[config.mk]
export PLATFORM = sky130hd
export DESIGN_NAME = ir_cmd_decoder
export DESIGN_NICKNAME = d
export VERILOG_FILES = /design/src/rtl/snake_pkg.sv /design/src/rtl/tgl_sync.sv /design/src/rtl/ir_cmd_decoder.sv
export SDC_FILE = /design/constraint.sdc
export NUM_CORES = 1
export LEC_CHECK = 0
export CAP_MARGIN = 25
export CORE_UTILIZATION = 40
export CTS_CLUSTER_SIZE = 8
export DETAILED_ROUTE_END_ITERATION = 8
export MAX_ROUTING_LAYER = met4
export PLACE_DENSITY = 0.69
export SYNTH_ARGS = -nofsm -noshare
export SYNTH_HDL_FRONTEND = slang
export SYNTH_SLANG_ARGS = --single-unit
export TNS_END_PERCENT = 1
[constraint.sdc]
create_clock -name clk -period 7.2 [get_ports clk]
set_input_delay 1.08 -clock clk [delete_from_list [all_inputs] [get_ports clk]]
set_output_delay 1.08 -clock clk [all_outputs]
set_load 0.1 [all_outputs]
[src/rtl/snake_pkg.sv]
// Shared types and constants for the snake game and its IR command decoder.
package snake_pkg;

    // Direction encoding; the opposite of any direction is d ^ 2.
    typedef enum logic [1:0] {
        UP    = 2'd0,
        RIGHT = 2'd1,
        DOWN  = 2'd2,
        LEFT  = 2'd3
    } dir_t;

    // NEC command bytes sent by the remote.
    localparam logic [7:0] NEC_UP    = 8'h6A;
    localparam logic [7:0] NEC_DOWN  = 8'hEA;
    localparam logic [7:0] NEC_LEFT  = 8'h1A;
    localparam logic [7:0] NEC_RIGHT = 8'h9A;
    localparam logic [7:0] NEC_ENTER = 8'h5A;
    localparam logic [7:0] NEC_MENU  = 8'hC2;

    // 180-degree reversal of a direction.
    function automatic dir_t opposite(input dir_t d);
        return dir_t'(d ^ 2'd2);
    endfunction

endpackage

[src/rtl/tgl_sync.sv]
// Brings the per-frame toggle from the IR receiver clock into clk and flags each flip.
module tgl_sync (
    input  logic clk,
    input  logic reset,
    input  logic tgl_in,
    output logic new_frame
);

    logic       sync1;
    logic       sync2;
    logic       last_q;
    logic [1:0] prime_cnt;
    logic       primed;

    // The edge register follows the synchronizer until the two sync flops have
    // refilled after reset, so a toggle level left over from before reset is
    // absorbed instead of being mistaken for a new frame.
    assign primed    = (prime_cnt == 2'd3);
    assign new_frame = primed && (sync2 != last_q);

    // Two-flop synchronizer, edge register and post-reset priming counter.
    always_ff @(posedge clk) begin
        if (reset) begin
            sync1     <= 1'b0;
            sync2     <= 1'b0;
            last_q    <= 1'b0;
            prime_cnt <= 2'd0;
        end else begin
            sync1  <= tgl_in;
            sync2  <= sync1;
            last_q <= sync2;
            if (!primed) begin
                prime_cnt <= prime_cnt + 2'd1;
            end
        end
    end

endmodule

[src/rtl/ir_cmd_decoder.sv]
// Validates NEC frames, turns them into key pulses and a tick-paced direction queue.
module ir_cmd_decoder
    import snake_pkg::*;
#(
    parameter logic [7:0] ADDR = 8'h20
) (
    input  logic        clk,
    input  logic        reset,
    input  logic [31:0] word,
    input  logic        frame_tgl,
    input  logic        tick,
    input  logic        flush,
    output dir_t        dir,
    output logic        dir_step,
    output logic        key_enter,
    output logic        key_menu,
    output logic        frame_err,
    output logic        q_ovf
);

    logic        new_frame;
    logic [31:0] word_q;
    logic        frame_vld;
    logic        frame_ok;
    logic [7:0]  cmd;

    logic        is_dir;
    logic        is_enter;
    logic        is_menu;
    dir_t        cmd_dir;

    dir_t        q0;
    dir_t        q1;
    logic [1:0]  q_cnt;
    dir_t        ref_dir;
    logic        accept;
    logic        pop;
    dir_t        q0_n;
    dir_t        q1_n;
    logic [1:0]  cnt_n;
    dir_t        dir_n;
    logic        step_n;
    logic        ovf_n;

    tgl_sync u_tgl_sync (
        .clk       (clk),
        .reset     (reset),
        .tgl_in    (frame_tgl),
        .new_frame (new_frame)
    );

    // Word is stable long before the toggle arrives, so one capture on the detect cycle is safe.
    always_ff @(posedge clk) begin
        if (reset) begin
            word_q    <= 32'd0;
            frame_vld <= 1'b0;
        end else begin
            frame_vld <= new_frame;
            if (new_frame) begin
                word_q <= word;
            end
        end
    end

    assign cmd      = word_q[15:8];
    assign frame_ok = (word_q[31:24] == ADDR) &&
                      (word_q[23:16] == ~word_q[31:24]) &&
                      (word_q[7:0]   == ~word_q[15:8]);

    // Classify the command byte of a captured, valid frame; unknown codes fall through.
    always_comb begin
        is_dir   = 1'b0;
        is_enter = 1'b0;
        is_menu  = 1'b0;
        cmd_dir  = RIGHT;
        if (frame_vld && frame_ok) begin
            case (cmd)
                NEC_UP:    begin is_dir = 1'b1; cmd_dir = UP;    end
                NEC_DOWN:  begin is_dir = 1'b1; cmd_dir = DOWN;  end
                NEC_LEFT:  begin is_dir = 1'b1; cmd_dir = LEFT;  end
                NEC_RIGHT: begin is_dir = 1'b1; cmd_dir = RIGHT; end
                NEC_ENTER: is_enter = 1'b1;
                NEC_MENU:  is_menu  = 1'b1;
                default:   ;
            endcase
        end
    end

    // Queue update: reversal check against the pre-pop tail, pop then push, flush wins.
    always_comb begin
        ref_dir = dir;
        if (q_cnt == 2'd2) begin
            ref_dir = q1;
        end else if (q_cnt == 2'd1) begin
            ref_dir = q0;
        end
        accept = is_dir && (cmd_dir != ref_dir) && (cmd_dir != opposite(ref_dir));
        pop    = tick && (q_cnt != 2'd0);

        q0_n   = q0;
        q1_n   = q1;
        cnt_n  = q_cnt;
        dir_n  = dir;
        step_n = 1'b0;
        ovf_n  = 1'b0;

        if (pop) begin
            dir_n  = q0;
            step_n = 1'b1;
            q0_n   = q1;
            cnt_n  = q_cnt - 2'd1;
        end

        if (accept) begin
            if (cnt_n == 2'd2) begin
                ovf_n = 1'b1;
            end else begin
                if (cnt_n == 2'd0) begin
                    q0_n = cmd_dir;
                end else begin
                    q1_n = cmd_dir;
                end
                cnt_n = cnt_n + 2'd1;
            end
        end

        if (flush) begin
            cnt_n  = 2'd0;
            dir_n  = RIGHT;
            step_n = 1'b0;
            ovf_n  = 1'b0;
        end
    end

    // Commit queue, direction and all single-cycle output pulses.
    always_ff @(posedge clk) begin
        if (reset) begin
            q0        <= RIGHT;
            q1        <= RIGHT;
            q_cnt     <= 2'd0;
            dir       <= RIGHT;
            dir_step  <= 1'b0;
            q_ovf     <= 1'b0;
            key_enter <= 1'b0;
            key_menu  <= 1'b0;
            frame_err <= 1'b0;
        end else begin
            q0        <= q0_n;
            q1        <= q1_n;
            q_cnt     <= cnt_n;
            dir       <= dir_n;
            dir_step  <= step_n;
            q_ovf     <= ovf_n;
            key_enter <= is_enter;
            key_menu  <= is_menu;
            frame_err <= frame_vld && !frame_ok;
        end
    end

endmodule
**Word level (Yosys, flattened, before mapping)**

Cells that the tools add are included.

- Bits in registers: 51
- Word-level logic and storage cells: 74
- Input bits: 37
- Bits in writable memories: 0
- Bits in latches: 0
- Bits in read-only memories: 0
- Memories kept: 0

- Shift-type cells: 0
- $add $sub $neg: 3
- Multiplexer cells: 17
- Bitwise gates (word level): 7
- Eq/ne operators: 16
- Order comparisons: 0
- Reductions and logical operators: 16
- Divide/modulo/power cells: 0
- $mul: 0

Operator list:

| cell | number |
|---|---|
| equality test 8 bit (second input constant) | 3 |
| 2-to-1 mux 2 bit | 10 |
| equality test 8 x 7 -> 1 bit (second input constant) | 2 |
| equality test 8 bit | 2 |
| inverter 8 bit | 2 |
| equality test 8 x 5 -> 1 bit (second input constant) | 1 |
| equality test 8 x 6 -> 1 bit (second input constant) | 1 |
| logical AND 1 bit | 8 |
| equality test 2 bit (second input constant) | 3 |
| 2-to-1 mux 1 bit | 6 |
| one-hot mux 2 bit (3 select lines) | 1 |
| inverter 1 bit | 5 |
| adder 2 x 1 -> 2 bit (second input constant) | 2 |
| inequality test 2 bit | 2 |
| OR reduction 2 bit | 2 |
| OR reduction 4 bit | 1 |
| AND reduction 3 bit | 1 |
| OR reduction 3 bit | 1 |
| equality test 2 x 1 -> 1 bit (second input constant) | 1 |
| zero test 2 bit | 1 |
| nonzero test 2 bit | 1 |
| subtractor 2 x 1 -> 2 bit (second input constant) | 1 |
| zero test 1 bit | 1 |
| inequality test 1 bit | 1 |

**Depth between registers and ports, before layout**

- Word-level depth: 11
- Depth in mapped cells: 11
- Mapped depth without buffers: 10

**Cells and area by module**

From an unflattened synthesis, not the netlist that was laid out.

- Cells, all modules: 238
- Area total of the unflattened synthesis: 2307.2 sq um

By module, submodules not included:

| module | cells an instance | instances | sequential area each (sq um) | area each (sq um) |
|---|---|---|---|---|
| ir_cmd_decoder | 223 | 1 | 920.9 | 2133.3 |
| tgl_sync | 15 | 1 | 100.1 | 173.9 |

**Worst setup path before layout**

No wires, ideal clock.

- Kind: in2reg
- From: input tick
- To: register q0[1]
- Path buffers: 1
- Library setup time: 121 ps
- Stages on the path: 7
- Required time: 7079 ps
- Setup slack: 4405 ps
- Data arrival time: 2674 ps
- Path through: nand2b_1 > clkbuf_1 > xnor2_1 > inv_1 > ha_1 > nor4_1 > mux2_2

- Word-level cells in the longest chain between the ends: 6

Ends and longest elaborated chain:

| item | line | RTL |
|---|---|---|
| start: declaration | ir_cmd_decoder.sv:11 | `input logic tick,` |
| logical AND 1 bit * | ir_cmd_decoder.sv:98 | `pop = tick && (q_cnt != 2'd0);` |
| 2-to-1 mux 2 bit | ir_cmd_decoder.sv:107 | `if (pop) begin` |
| zero test 2 bit | ir_cmd_decoder.sv:118 | `if (cnt_n == 2'd0) begin` |
| 2-to-1 mux 2 bit | ir_cmd_decoder.sv:118 |  |
| 2-to-1 mux 2 bit | ir_cmd_decoder.sv:115 | `if (cnt_n == 2'd2) begin` |
| 2-to-1 mux 2 bit * | ir_cmd_decoder.sv:114 | `if (accept) begin` |
| end signal: assignment | ir_cmd_decoder.sv:148 | `q0 <= q0_n;` |
| end: declaration | ir_cmd_decoder.sv:32 | `dir_t q0;` |

Mark *: on every way between the ends. The rest lies on a longest branch, timed or not.
A chain may end at the register's enable or synchronous reset.

**Final worst setup path**

Ends and elaborated chain as after synthesis.

==> results.json <==
{
  "post_drt_wl_per_cell_um": 11.6,
  "yosys_warnings": 0,
  "rows": 26,
  "max_slew_margin_pct": 34.6,
  "ir_drop_mv": 0.123,
  "dp_cells": 365,
  "fin_crit_sh_pct": 41.7,
  "gr-total-overflow": 0,
  "r2r-end": "q0[1]",
  "rsz0062_at_grt": "false",
  "post_cts_buffers": 0,
  "p_leak_nw": 1.04,
  "syn_area_per_cell_um2": 8.39,
  "clkLatencyLatePin_ns": 0.30,
  "reg2reg_from": "q_cnt[0]",
  "htree_levels": 2,
  "dieArea_um2": 5910,
  "ys_seq_elements": 51,
  "regArea_um2": 1020,
  "crit_arrival_ns": 3.20,
  "regToRegSetupSlack_ns": 4.70,
  "worstMarginPinSlew_ns": 0.972,
  "grt_max_degree": 48,
  "reg2reg_depth": 8,
  "synthArstFlopShare_pct": 0,
  "nNetsFinal": 346,
  "synth_area_leader_cell": "dfxtp_1",
  "clock.fmax_mhz": 333,
  "crit_path_end": "q0[1]",
  "powerDensity_nw_per_um2": 179,
  "port_buffers": 43,
  "first_global_vias": 1615,
  "period_minus_slack_ns": 3.00,
  "clockBufferDepth": 2,
  "cp-end-kind": "flip-flop",
  "cts.sinks": 51,
  "antenna_found_initial": 0,
  "numCtsBuffers": 5,
  "drive_gt1_share_pct": 6.25,
  "syn-num-nets": 310,
  "antennaDiodeCount": 0,
  "grt_use_total_pct": 16.2,
  "synth_top_flop_cell": "dfxtp_1",
  "area_growth_pct": 26.6,
  "hold_ws_ns": 0.453,
  "multi_input_area_um2": 1120,
  "die_y_um": 76.9,
  "hp-class": "flip-flop to flip-flop",
  "startpoint_type": "input port",
  "setup_viol": 0,
  "worst_ep_required_time_ns": 7.40,
  "cts_hold_buf": 0,
  "via_per_inst": 4.77,
  "ys_types": 36,
  "cts.clk_slew.worst_paths_ns": 0.09,
  "routed-via-count": 1784,
  "final.setup.tns_ns": 0,
  "cts-root-buf": "clkbuf_8",
  "synthesis.area_um2": 2240,
  "total_power_w": 0.000509,
  "drt-initial-drc-count": 143,
  "synth_edf_count": 0,
  "fin_util_pct": 54.2,
  "grt_pass1_wl_um": 7400,
  "io_pins": 44,
  "setup.worst_path.class": "input port to flip-flop",
  "cts_tree": "yes",
  "totalWireLength_um": 4360,
  "clock_skew_ns": 0.00564,
  "yosysSeqAreaShare_pct": 45.6,
  "synthTopCellsByArea": "dfxtp_1 (46%), nand2_1 (12%), a21oi_1 (7.6%)",
  "worstSetupStartpoint": "tick",
  "coreArea_um2": 5240,
  "synthCells": 267,
  "n_fill_cell": 513,
  "layoutNonFillerInstCount": 374,
  "synth_top_cell_area_share_pct": 45.6,
  "cts_resized": 0,
  "max-cap-violations": 0,
  "ant_nets": 0,
  "place.gp.congestion": 0.829,
  "run_status": "complete, no violations",
  "hold_violations": 0,
  "place_hpwl_um": 3060,
  "dieWidth_um": 76.9,
  "slew_violations": 0,
  "start_util_pct": 42.8,
  "crit_fanout": 9,
  "drc_errors": 0,
  "dr.pass1.iters": 4
}
-- layout by cell type, fill, tap and decap left out --
master           netlist  final
nand2_1               70     70
dfxtp_1               51     51
clkdlybuf4s50_1        0     43
a21oi_1               34     34
xor2_1                14     14
nor2_1                13     13
inv_1                  8      8
clkbuf_8               0      7
mux2i_1                6      6
nand4_1                6      6
ha_1                   6      6
nor2b_1                5      5
nor4_1                 4      4
nor3b_1                3      3
and2_1                 2      2
and4bb_2               2      2
nor4b_2                2      2
nand3b_1               2      2
a211o_1                2      2
nand4b_1               2      2
or4_4                  2      2
mux2_2                 2      2
a31oi_1                2      2
nand2b_1               1      1
xnor2_1                1      1
o21ai_0                1      1
or2_2                  1      1
nand3_1                1      1
or2b_1                 1      1
nor4b_1                1      1
o211ai_1               1      1
or3_1                  1      1
mux2_1                 1      1
and4_1                 1      1
nor3_1                 1      1
clkbuf_1              14      1
buf_8                  0      1
buf_16                 0      1
buf_4                  2      1
-- sequential cells by signal (all words and copies together), names as in the netlist, 2 cells and up --
register	count
q0	2
dir	2
q1	2
u_tgl_sync.prime_cnt	2
q_cnt	2
word_q	32
-- metrics by stage --
step,cell area (um^2),worst slack [ns]
4_1_cts,2820,4.20
5_1_grt,2840,4.03
3_5_place_dp,2720,3.88
2_1_floorplan,2240,4.41
3_3_place_gp,2690,3.95
6_report,2840,4.20
-- cells in the mapped netlist, types with 2 or more instances --
cell type	n
nand2_1	70
dfxtp_1	51
a21oi_1	34
clkbuf_1	14
xor2_1	14
nor2_1	13
inv_1	8
ha_1	6
mux2i_1	6
nand4_1	6
nor2b_1	5
nor4_1	4
nor3b_1	3
a211o_1	2
a31oi_1	2
and2_1	2
and4bb_2	2
buf_4	2
mux2_2	2
nand3b_1	2
nand4b_1	2
nor4b_2	2
or4_4	2
-- how the worst min path moves through the flow --
stage | from | end | slack [ns] | depth (start not counted)
floorplan | u_tgl_sync.sync1 | u_tgl_sync.sync2 | 0.41 | 1
global placement | u_tgl_sync.sync1 | u_tgl_sync.sync2 | 0.42 | 1
detailed placement | u_tgl_sync.sync1 | u_tgl_sync.sync2 | 0.44 | 1
CTS | u_tgl_sync.sync1 | u_tgl_sync.sync2 | 0.46 | 1
global route | word_q[29] | word_q[29] | 0.48 | 2
finish | u_tgl_sync.sync1 | u_tgl_sync.sync2 | 0.45 | 1
-- power by group --
part | switching, W | internal (W) | leakage (nW)
Combinational | 0.0000156 | 0.0000254 | 0.571
Clock | 0.0000882 | 0.0000878 | 0.0515
Sequential | 0.00000397 | 0.000288 | 0.412
Total | 0.000108 | 0.000401 | 1.04
-- kinds of logic (layout without fill, tap and decap cells) --
kind of cell,count (synthesis),after routing,synth area share [%]
fa+ha+maj,6,6,3.35
buf+inv,25,62,4.58
compound gates,40,40,9.49
mux,9,9,4.19
simple gates,121,121,27.0
xor+xnor,15,15,5.86
flops,51,51,45.6
-- final cells by class --
| class | count | share of cell area [%] |
|---|---|---|
| Tap cell | 70 | 3.09 |
| Multi-Input combinational cell | 191 | 39.4 |
| Sequential cell | 51 | 36.0 |
| Clock buffer | 8 | 3.53 |
| Inverter | 8 | 1.06 |
| Timing Repair Buffer | 46 | 16.9 |
-- critical path, stage by stage --
cell,delay (ns)
clkdlybuf4s50_1,0.46
nand2b_1,0.21
xnor2_1,0.27
inv_1,0.11
ha_1,0.22
nor4_1,0.46
mux2_2,0.38
-- metal layers --
metal	vias up	global-route usage (%)	part of all wire, %
li1	959	-	-
met1	781	21.0	49
met2	38	24.6	45
met3	6	3.93	4.3
met4	0	5.77	1.4
met5	-	-	0
No activity file was read; power rests on OpenSTA's default activity.
